--- config.mk ---
export PLATFORM = sky130hd
export DESIGN_NAME = vu_frame_ctrl
export DESIGN_NICKNAME = d
export VERILOG_FILES = /design/src/rtl/vu_pkg.sv /design/src/rtl/vu_color_map.sv /design/src/rtl/vu_frame_ctrl.sv
export SDC_FILE = /design/constraint.sdc
export NUM_CORES = 1
export LEC_CHECK = 0
export ABC_AREA = 1
export BUFFER_PORTS_ARGS = -buffer_cell sky130_fd_sc_hd__buf_2
export CORE_UTILIZATION = 54
export DETAILED_ROUTE_END_ITERATION = 6
export GPL_ROUTABILITY_DRIVEN = 1
export PLACE_DENSITY = 0.77
export SYNTH_ARGS = -nofsm -noshare
export SYNTH_HDL_FRONTEND = slang
export SYNTH_HIERARCHICAL = 1
export SYNTH_SLANG_ARGS = --single-unit
--- constraint.sdc ---
create_clock -name i_clk -period 2.55 [get_ports i_clk]
set_clock_uncertainty 0.15 [all_clocks]
set_input_delay 0 -clock i_clk [delete_from_list [all_inputs] [get_ports i_clk]]
set_output_delay 0 -clock i_clk [all_outputs]
set_load 0.05 [all_outputs]
--- src/rtl/vu_pkg.sv ---
// Shared definitions for the VU meter frame controller: FSM encoding,
// GRB byte placement and colour builders derived from a brightness byte.
package vu_pkg;

  // Frame controller states (fixed encoding kept for legacy compatibility)
  localparam logic [2:0] ST_IDLE  = 3'd0;
  localparam logic [2:0] ST_LATCH = 3'd1;
  localparam logic [2:0] ST_START = 3'd2;
  localparam logic [2:0] ST_BUSY  = 3'd3;
  localparam logic [2:0] ST_DONE  = 3'd4;

  // GRB word layout expected by the strip driver
  localparam int unsigned GRB_G_LSB = 16;
  localparam int unsigned GRB_R_LSB = 8;
  localparam int unsigned GRB_B_LSB = 0;

  localparam logic [7:0]  BRIGHT_DEF = 8'h07;
  localparam logic [23:0] COL_OFF    = 24'h00_0000;

  function automatic logic [23:0] grb(input logic [7:0] g, input logic [7:0] r,
                                      input logic [7:0] b);
    logic [23:0] w;
    w = '0;
    w[GRB_G_LSB +: 8] = g;
    w[GRB_R_LSB +: 8] = r;
    w[GRB_B_LSB +: 8] = b;
    return w;
  endfunction

  function automatic logic [23:0] col_green(input logic [7:0] br);
    return grb(br, 8'h00, 8'h00);
  endfunction

  function automatic logic [23:0] col_yellow(input logic [7:0] br);
    return grb(br, br, 8'h00);
  endfunction

  function automatic logic [23:0] col_red(input logic [7:0] br);
    return grb(8'h00, br, 8'h00);
  endfunction

  function automatic logic [23:0] col_white(input logic [7:0] br);
    return grb(br, br, br);
  endfunction

endpackage

--- src/rtl/vu_color_map.sv ---
// Combinational LED index -> GRB colour: zone-coloured bar plus peak-hold dot.
module vu_color_map
  import vu_pkg::*;
#(
  parameter int unsigned LEDS       = 5,
  parameter int unsigned GREEN_END  = 3,
  parameter int unsigned YELLOW_END = 4,
  parameter logic [7:0]  BRIGHT     = BRIGHT_DEF
) (
  input  logic [7:0]  i_idx,
  input  logic [7:0]  i_bar,
  input  logic [7:0]  i_peak,
  output logic [23:0] o_grb
);

  localparam logic [7:0] N_LEDS = 8'(LEDS);
  localparam logic [7:0] G_END  = 8'(GREEN_END);
  localparam logic [7:0] Y_END  = 8'(YELLOW_END);

  // Bar has priority over the dot; indices past the strip are always dark
  always_comb begin
    o_grb = COL_OFF;
    if (i_idx >= N_LEDS) begin
      o_grb = COL_OFF;
    end else if (i_idx < i_bar) begin
      if (i_idx < G_END)      o_grb = col_green(BRIGHT);
      else if (i_idx < Y_END) o_grb = col_yellow(BRIGHT);
      else                    o_grb = col_red(BRIGHT);
    end else if ((i_peak > i_bar) && (i_idx == (i_peak - 8'd1))) begin
      o_grb = col_white(BRIGHT);
    end
  end

endmodule

--- src/rtl/vu_frame_ctrl.sv ---
// VU meter frame scheduler: max-holds audio levels, computes bar/peak once
// per frame tick and hands each refresh to the strip driver via i_en/o_rdy.
module vu_frame_ctrl
  import vu_pkg::*;
#(
  parameter int unsigned LEDS       = 5,
  parameter int unsigned LEVEL_W    = 8,
  parameter int unsigned CLK_HZ     = 48_000_000,
  parameter int unsigned FRAME_HZ   = 100,
  parameter int unsigned GREEN_END  = 3,
  parameter int unsigned YELLOW_END = 4,
  parameter logic [7:0]  BRIGHT     = BRIGHT_DEF,
  parameter int unsigned PEAK_HOLD  = 50,
  parameter int unsigned EN_TIMEOUT = 255
) (
  input  logic               i_clk,
  input  logic               i_rst,
  input  logic [LEVEL_W-1:0] i_level,
  input  logic               i_level_vld,
  input  logic [7:0]         i_color_reg,
  output logic [23:0]        o_color_data,
  output logic               o_en,
  input  logic               i_rdy,
  output logic               o_frame_done,
  output logic               o_err
);

  localparam int unsigned DIV    = CLK_HZ / FRAME_HZ;
  localparam int unsigned CNT_W  = (DIV > 1) ? $clog2(DIV) : 1;
  localparam int unsigned TO_W   = $clog2(EN_TIMEOUT + 1);
  localparam int unsigned HOLD_W = (PEAK_HOLD > 0) ? $clog2(PEAK_HOLD + 1) : 1;
  localparam int unsigned PROD_W = LEVEL_W + 9;

  logic [CNT_W-1:0]   cnt_q, cnt_d;
  logic               tick;
  logic [2:0]         state_q, state_d;
  logic [LEVEL_W-1:0] lvl_max_q, lvl_max_d;
  logic [7:0]         bar_q, bar_d;
  logic [7:0]         peak_q, peak_d;
  logic [HOLD_W-1:0]  hold_q, hold_d;
  logic [TO_W-1:0]    to_q, to_d;
  logic               en_q, en_d;
  logic               done_q, done_d;
  logic               err_q, err_d;
  logic [PROD_W-1:0]  prod;
  logic [PROD_W-1:0]  scaled;
  logic [7:0]         bar_new;

  // Free-running frame timer; tick marks the last cycle of each frame
  always_comb begin
    tick  = (cnt_q == CNT_W'(DIV - 1));
    cnt_d = tick ? '0 : cnt_q + 1'b1;
  end

  // Level max-hold, bar/peak update at LATCH and the refresh handshake FSM
  always_comb begin
    state_d   = state_q;
    lvl_max_d = lvl_max_q;
    bar_d     = bar_q;
    peak_d    = peak_q;
    hold_d    = hold_q;
    to_d      = to_q;
    en_d      = en_q;
    done_d    = 1'b0;
    err_d     = tick && (state_q != ST_IDLE);

    prod    = PROD_W'(lvl_max_q) * PROD_W'(LEDS + 1);
    scaled  = prod >> LEVEL_W;
    bar_new = (scaled > PROD_W'(LEDS)) ? 8'(LEDS) : scaled[7:0];

    // A sample coinciding with the LATCH clear seeds the next frame's maximum
    if (state_q == ST_LATCH)
      lvl_max_d = i_level_vld ? i_level : '0;
    else if (i_level_vld && (i_level > lvl_max_q))
      lvl_max_d = i_level;

    case (state_q)
      ST_IDLE: begin
        if (tick && i_rdy) state_d = ST_LATCH;
      end
      ST_LATCH: begin
        bar_d = bar_new;
        if (bar_new >= peak_q) begin
          peak_d = bar_new;
          hold_d = HOLD_W'(PEAK_HOLD);
        end else if (hold_q != '0) begin
          hold_d = hold_q - 1'b1;
        end else if (peak_q != '0) begin
          peak_d = peak_q - 1'b1;
        end
        en_d    = 1'b1;
        to_d    = '0;
        state_d = ST_START;
      end
      ST_START: begin
        if (!i_rdy) begin
          en_d    = 1'b0;
          state_d = ST_BUSY;
        end else if (to_q == TO_W'(EN_TIMEOUT - 1)) begin
          en_d    = 1'b0;
          err_d   = 1'b1;
          state_d = ST_IDLE;
        end else begin
          to_d = to_q + 1'b1;
        end
      end
      ST_BUSY: begin
        if (i_rdy) begin
          done_d  = 1'b1;
          state_d = ST_DONE;
        end
      end
      ST_DONE: begin
        state_d = ST_IDLE;
      end
      default: begin
        en_d    = 1'b0;
        state_d = ST_IDLE;
      end
    endcase
  end

  // State registers with synchronous active-high reset
  always_ff @(posedge i_clk) begin
    if (i_rst) begin
      cnt_q     <= '0;
      state_q   <= ST_IDLE;
      lvl_max_q <= '0;
      bar_q     <= '0;
      peak_q    <= '0;
      hold_q    <= '0;
      to_q      <= '0;
      en_q      <= 1'b0;
      done_q    <= 1'b0;
      err_q     <= 1'b0;
    end else begin
      cnt_q     <= cnt_d;
      state_q   <= state_d;
      lvl_max_q <= lvl_max_d;
      bar_q     <= bar_d;
      peak_q    <= peak_d;
      hold_q    <= hold_d;
      to_q      <= to_d;
      en_q      <= en_d;
      done_q    <= done_d;
      err_q     <= err_d;
    end
  end

  assign o_en         = en_q;
  assign o_frame_done = done_q;
  assign o_err        = err_q;

  vu_color_map #(
    .LEDS       (LEDS),
    .GREEN_END  (GREEN_END),
    .YELLOW_END (YELLOW_END),
    .BRIGHT     (BRIGHT)
  ) u_color_map (
    .i_idx  (i_color_reg),
    .i_bar  (bar_q),
    .i_peak (peak_q),
    .o_grb  (o_color_data)
  );

endmodule
# Word level (Yosys, flattened, before mapping)
# Index checks and enable logic that the tools add are counted.
# W data, S select, Z words.
[totals]
register_bits = 63
inputBits = 20
out_inout_bits = 27
wordCells = 87
[classes]
add_sub_neg = 4
mul = 1
magnitude_cmp = 8
n_eq_ne = 13
muxes = 29
n_bitwise = 2
reduce_logical = 20
[op_table]
columns = ["cell", "count"]
rows = [
  ["$mux W24", 3],
  ["$mux W8", 8],
  ["$mux W19", 2],
  ["$add A19 B1 Y19 const B", 1],
  ["$eq A19 B19 Y1 const B", 1],
  ["$gt A8 B8 Y1", 2],
  ["$pmux W8 S2", 1],
  ["$mux W3", 5],
  ["$mux W6", 2],
  ["$pmux W3 S4", 1],
  ["$mul A8 B2 Y10 const B", 1],
  ["$ne A2 B2 Y1 const B", 5],
  ["$reduce_and A3 Y1", 3],
  ["$add A8 B1 Y8 const B", 1],
  ["$eq A8 B8 Y1", 1],
  ["$eq A8 B8 Y1 const B", 1],
  ["$ge A3 B8 Y1", 1],
  ["$ge A8 B3 Y1 const B", 1],
  ["$lt A8 B2 Y1 const B", 1],
  ["$lt A8 B3 Y1 const B", 1],
  ["$lt A8 B8 Y1", 1],
  ["$reduce_bool A2 Y1", 4],
  ["$reduce_bool A8 Y1", 1],
  ["$sub A8 B1 Y8 const B", 1],
  ["16 further kinds", 28],
]

# Depth between registers and ports, before layout
[depth]
word_depth = 6
depth_mapped = 23
mapped_depth_nobuf = 23

# Modules after synthesis
# Netlist, hierarchy kept.
[modules_own_cells]
columns = ["module", "n_inst", "cells_per_inst", "area_per_inst_um2", "seq_area_each_um2"]
rows = [
  ["vu_frame_ctrl", 1, 500, 3458.3, 1161.1],
  ["vu_color_map", 1, 162, 935.9, 0.0],
]

# Worst setup path after synthesis
# No wires, ideal clock.
[synth_timing]
path_type = "register to register"
startpoint = "reg lvl_max_q[6]"
endpoint = "reg hold_q[4]"
setup_ns = 0.132
t_arrival_ns = 2.320
t_required_ns = 2.268
slack_ns = -0.053
stages_incl_launch_ff = 21
n_path_buf = 0
synth_period_minus_slack_ns = 2.603
path_cell_list = "dfxtp_1 -> inv_1 -> ha_1 -> inv_1 -> nand2_1 -> nand2_1 -> a21oi_1 -> nand3_1 -> nand2_1 -> nand2_1 -> nand2_1 -> inv_1 -> ha_1 -> inv_1 -> a21oi_1 -> o21ai_0 -> nand2_1 -> nand2_1 -> inv_2 -> o21ai_0 -> a21oi_1"
[synth_via]
elab_chain_len = 6
word_cells_on_any_way = 7
classes_between = "1 x mul; 2 x order compare; 2 x mux; 2 x reduce/logical"
[synth_lines]
columns = ["item", "line", "text"]
rows = [
  ["start: declaration", "vu_frame_ctrl.sv:37", "logic [LEVEL_W-1:0] lvl_max_q, lvl_max_d;"],
  ["start signal: assignment", "vu_frame_ctrl.sv:139", "lvl_max_q <= lvl_max_d;"],
  ["$mul A8 B2 Y10 (*)", "vu_frame_ctrl.sv:67", "prod = PROD_W'(lvl_max_q) * PROD_W'(LEDS + 1);"],
  ["$gt A3 B3 Y1", "vu_frame_ctrl.sv:69", "bar_new = (scaled > PROD_W'(LEDS)) ? 8'(LEDS) : scaled[7:0];"],
  ["$mux W3 (*)", "vu_frame_ctrl.sv:69", ""],
  ["$ge A3 B8 Y1 (*)", "vu_frame_ctrl.sv:83", "if (bar_new >= peak_q) begin"],
  ["$reduce_bool A2 Y1 (no line)", "n/a", ""],
  ["$reduce_and A2 Y1 (no line)", "n/a", ""],
  ["end signal: assignment", "vu_frame_ctrl.sv:142", "hold_q <= hold_d;"],
  ["end: declaration", "vu_frame_ctrl.sv:40", "logic [HOLD_W-1:0] hold_q, hold_d;"],
]
# Every way passes the cells marked *; elsewhere a longest branch is shown, timed or not.
# A chain may end at the register's enable or synchronous reset.

# Worst setup path after layout
[layout_timing]
startpoint = "reg lvl_max_q[6]"
endpoint = "reg peak_q[3]"
[layout_via]
elab_chain_len = 6
word_cells_on_any_way = 8
classes_between = "1 x mul; 2 x order compare; 1 x eq/ne; 2 x mux; 2 x reduce/logical"
[layout_lines]
columns = ["item", "line", "text"]
rows = [
  ["$mul A8 B2 Y10 (*)", "vu_frame_ctrl.sv:67", ""],
  ["$gt A3 B3 Y1", "vu_frame_ctrl.sv:69", ""],
  ["$mux W3 (*)", "vu_frame_ctrl.sv:69", ""],
  ["$ge A3 B8 Y1 (*)", "vu_frame_ctrl.sv:83", ""],
  ["$ne A2 B2 Y1 (no line) or $reduce_bool A2 Y1 (tied branches)", "n/a", ""],
  ["$reduce_and A3 Y1 (no line)", "n/a", ""],
  ["end signal: assignment", "vu_frame_ctrl.sv:141", "peak_q <= peak_d;"],
  ["end: declaration", "vu_frame_ctrl.sv:39", "logic [7:0] peak_q, peak_d;"],
]
# Marks and branches as above.

==> flow_summary.toml <==
[placement]
place_congestion = 0.886
portBuffers = 31
hpwlAfterDp_um = 7020
dp_cells = 804
place_area_sq_um = 4700

[sta]
period_share_pct = 109
hold_viol_final = 11
drv_slew = 0
rsz0062_at_grt = "yes"
fmax_mhz = 361
finalCriticalPeriod_ns = 2.77
holdWs_ns = -0.0483
max-slew-margin-rel_pct = 57.0
fin_ws_ns = -0.224
worst_slew_pin_slew_ns = 0.645
finalSetupViolCount = 14

[layout]
finalNetCount = 794
finalNonFillerCells = 840
stdcell_area_sq_um = 5360
drive_gt1_share_pct = 23.3
mostFrequentLayoutCells = "nand2_1, inv_1, nor2_1"
fillers = 619
area_growth_pct = 22.0
diodes = 0
final_common_cell = "nand2_1"

[global_route]
grt_max_degree = 23
grt_pass1_wl_um = 17100
grt_pass1_vias = 4167
antenna_found_initial = 0
grt.overflow.total = 0
grt_usage_pct = 24.5

[routing]
wl_per_cell_um = 12.3
drt_iter0_drc = 168
antenna_left = 0
via_count = 4332
drt_wl_total_um = 10300
viasPerCell = 5.16
remaining_drc_errors = 0
first_pass_iters = 5

[floorplanning]
die_area_sq_um = 8500
die_w_um = 92.2
design.core.area_sq_um = 7810
num_rows = 32
ioPinCount = 47
start_util_pct = 56.3
die_h_um = 92.2

[pwr]
peakVddDrop_v = 0.000440
total_power_mw = 4.51
powerDensity_nw_per_um2 = 840
p_leak_nw = 2.55

[critical_path]
crit_required_ns = 2.61
rr_worst_depth = 19
start_kind = "flop"
crit_slowest_cell = "dfxtp_4"
path_class = "reg2reg"
critPathArrivalTime_ns = 2.84
path_max_fanout = 5
slowest_delay_ns = 0.37
crit_path_cell_trace = "ha_4 -> nand2_1 -> nor2_2 -> nand2_1 -> nand2_1 -> nand2_1 -> nand2_2 -> nand2_2 -> nand2_2 -> inv_2 -> ha_4 -> inv_2 -> a21oi_2 -> o21ai_2 -> nand2_2 -> nand3_4 -> buf_6 -> nand3_2 -> a21oi_1"
crit_path_end_kind = "flop"

[synth]
async_reset_ff_share_pct = 0
synth_seq_cells = 58
synthCells = 662
synth_cell_types = 44
synthFlopType = "dfxtp_1"
synth.largest_area_cell = "dfxtp_1"
syn-cell-area_sq_um = 4390
ys_warn_count = 6
synth-edff-count = 0
yosysSeqAreaShare_pct = 26.4
netlist.area_leader.share_pct = 26.4
syn_avg_cell_area_sq_um = 6.64
synth_top_cells_by_area = "dfxtp_1, nand2_1, ha_1"

[cts]
cts_sinks = 58
cts_tree = "built"
root_buffer = "clkbuf_8"
clock_latency_ns = 0.35
cts_hold_buf = 11
cts_made_buffers = 9
clk_pin_slew_worst_paths_ns = 0.07
htree_levels = 3
clock_path_buffers = 2

[run]
cap_violations = 0

[min_path]
hp-class = "in2reg"
holdPathStages = 2

[status]
outcome = "finished, violations left"
violations = "negative hold slack, negative setup slack"
## registers in the layout, indices dropped and copies added (netlist names)
| name | count |
|---|---|
| o_en | 1 |
| bar_q | 3 |
| hold_q | 6 |
| lvl_max_q | 8 |
| cnt_q | 19 |
| o_err | 1 |
| state_q | 3 |
| to_q | 8 |
| o_frame_done | 1 |
| peak_q | 8 |
## cell families after synthesis
group | Yosys count | synth area share (%)
XOR/XNOR | 20 | 3.99
buffers and inverters | 130 | 13.2
adder cells (fa/ha/maj) | 41 | 11.7
flip-flops | 58 | 26.4
other | 2 | 0.171
AO/OA/AOI/OAI | 97 | 11.9
AND/OR/NAND/NOR | 314 | 32.7
## stage by stage
| stage | setup WS (ns) | TNS, ns | hold WS [ns] | util, % |
|---|---|---|---|---|
| floorplan | 0.00480 | 0 | -0.0152 | - |
| global placement | -0.0814 | -0.903 | 0.104 | 60.2 |
| detailed placement | -0.248 | -2.89 | 0.110 | 60.2 |
| CTS | -0.0937 | -1.11 | -0.0586 | 67.0 |
| global route | -0.351 | -4.55 | -0.0294 | 68.7 |
| finish | -0.224 | -2.75 | -0.0483 | 68.7 |
## power by group
part / leakage (nW) / switching (mW) / internal [mW] / total [mW]
clock network: 0.0893 / 0.389 / 0.448 / 0.837
registers: 0.473 / 0.150 / 1.02 / 1.17
logic: 1.98 / 1.44 / 1.06 / 2.50
## critical path: cells and delay by family, from the launching register on
kind	cells	cell delay [ns]
simple gates	11	1.04
fa+ha+maj	2	0.53
flops	1	0.37
compound gates	3	0.28
buf+inv	3	0.27
## worst paths after layout
path / startpoint / to / slack (ns)
max: lvl_max_q[6] / peak_q[3] / -0.22
min: i_rst / peak_q[1] / -0.05
max reg2reg: lvl_max_q[6] / peak_q[3] / -0.22
min reg2reg: cnt_q[0] / cnt_q[0] / 0.30
## layer usage
layer / vias up / wire, um / track usage (%)
met5: - / 0 / 0
met4: 0 / 333 / 10.9
met3: 38 / 339 / 3.23
met2: 108 / 5200 / 45.6
met1: 1969 / 4470 / 27.7
li1: 2217 / - / -
## layout make-up
cell class / count / area (sq um) / area share, %
timing repair buffer: 67 / 464 / 8.66
multi-input combinational: 493 / 3020 / 56.2
clock buffer: 11 / 131 / 2.45
inverter: 104 / 398 / 7.42
tap: 102 / 128 / 2.38
clock inverter: 5 / 55.1 / 1.03
sequential: 58 / 1170 / 21.8
## cells in the mapped netlist, types with 3 or more instances
| master | instances |
|---|---|
| a21oi_1 | 51 |
| buf_4 | 22 |
| dfxtp_1 | 58 |
| ha_1 | 41 |
| inv_1 | 94 |
| inv_2 | 9 |
| nand2_1 | 138 |
| nand2_2 | 6 |
| nand3_1 | 36 |
| nand3_2 | 6 |
| nand3b_1 | 3 |
| nand4_1 | 6 |
| nand4_2 | 3 |
| nor2_1 | 84 |
| nor2_2 | 7 |
| nor3_1 | 10 |
| o21ai_0 | 28 |
| o21ai_1 | 5 |
| xnor2_1 | 6 |
| xor2_1 | 14 |
## repair_timing
item / 4_1_cts / 5_1_grt
resized for setup: 42 / 31
hold endpoints to repair: 26 / 11
pin swaps: 29 / 20
buffers inserted: 5 / 3
gates cloned: 1 / 0
endpoints found under the setup margin: 14 / 23
No activity file was read; power rests on OpenSTA's default activity.
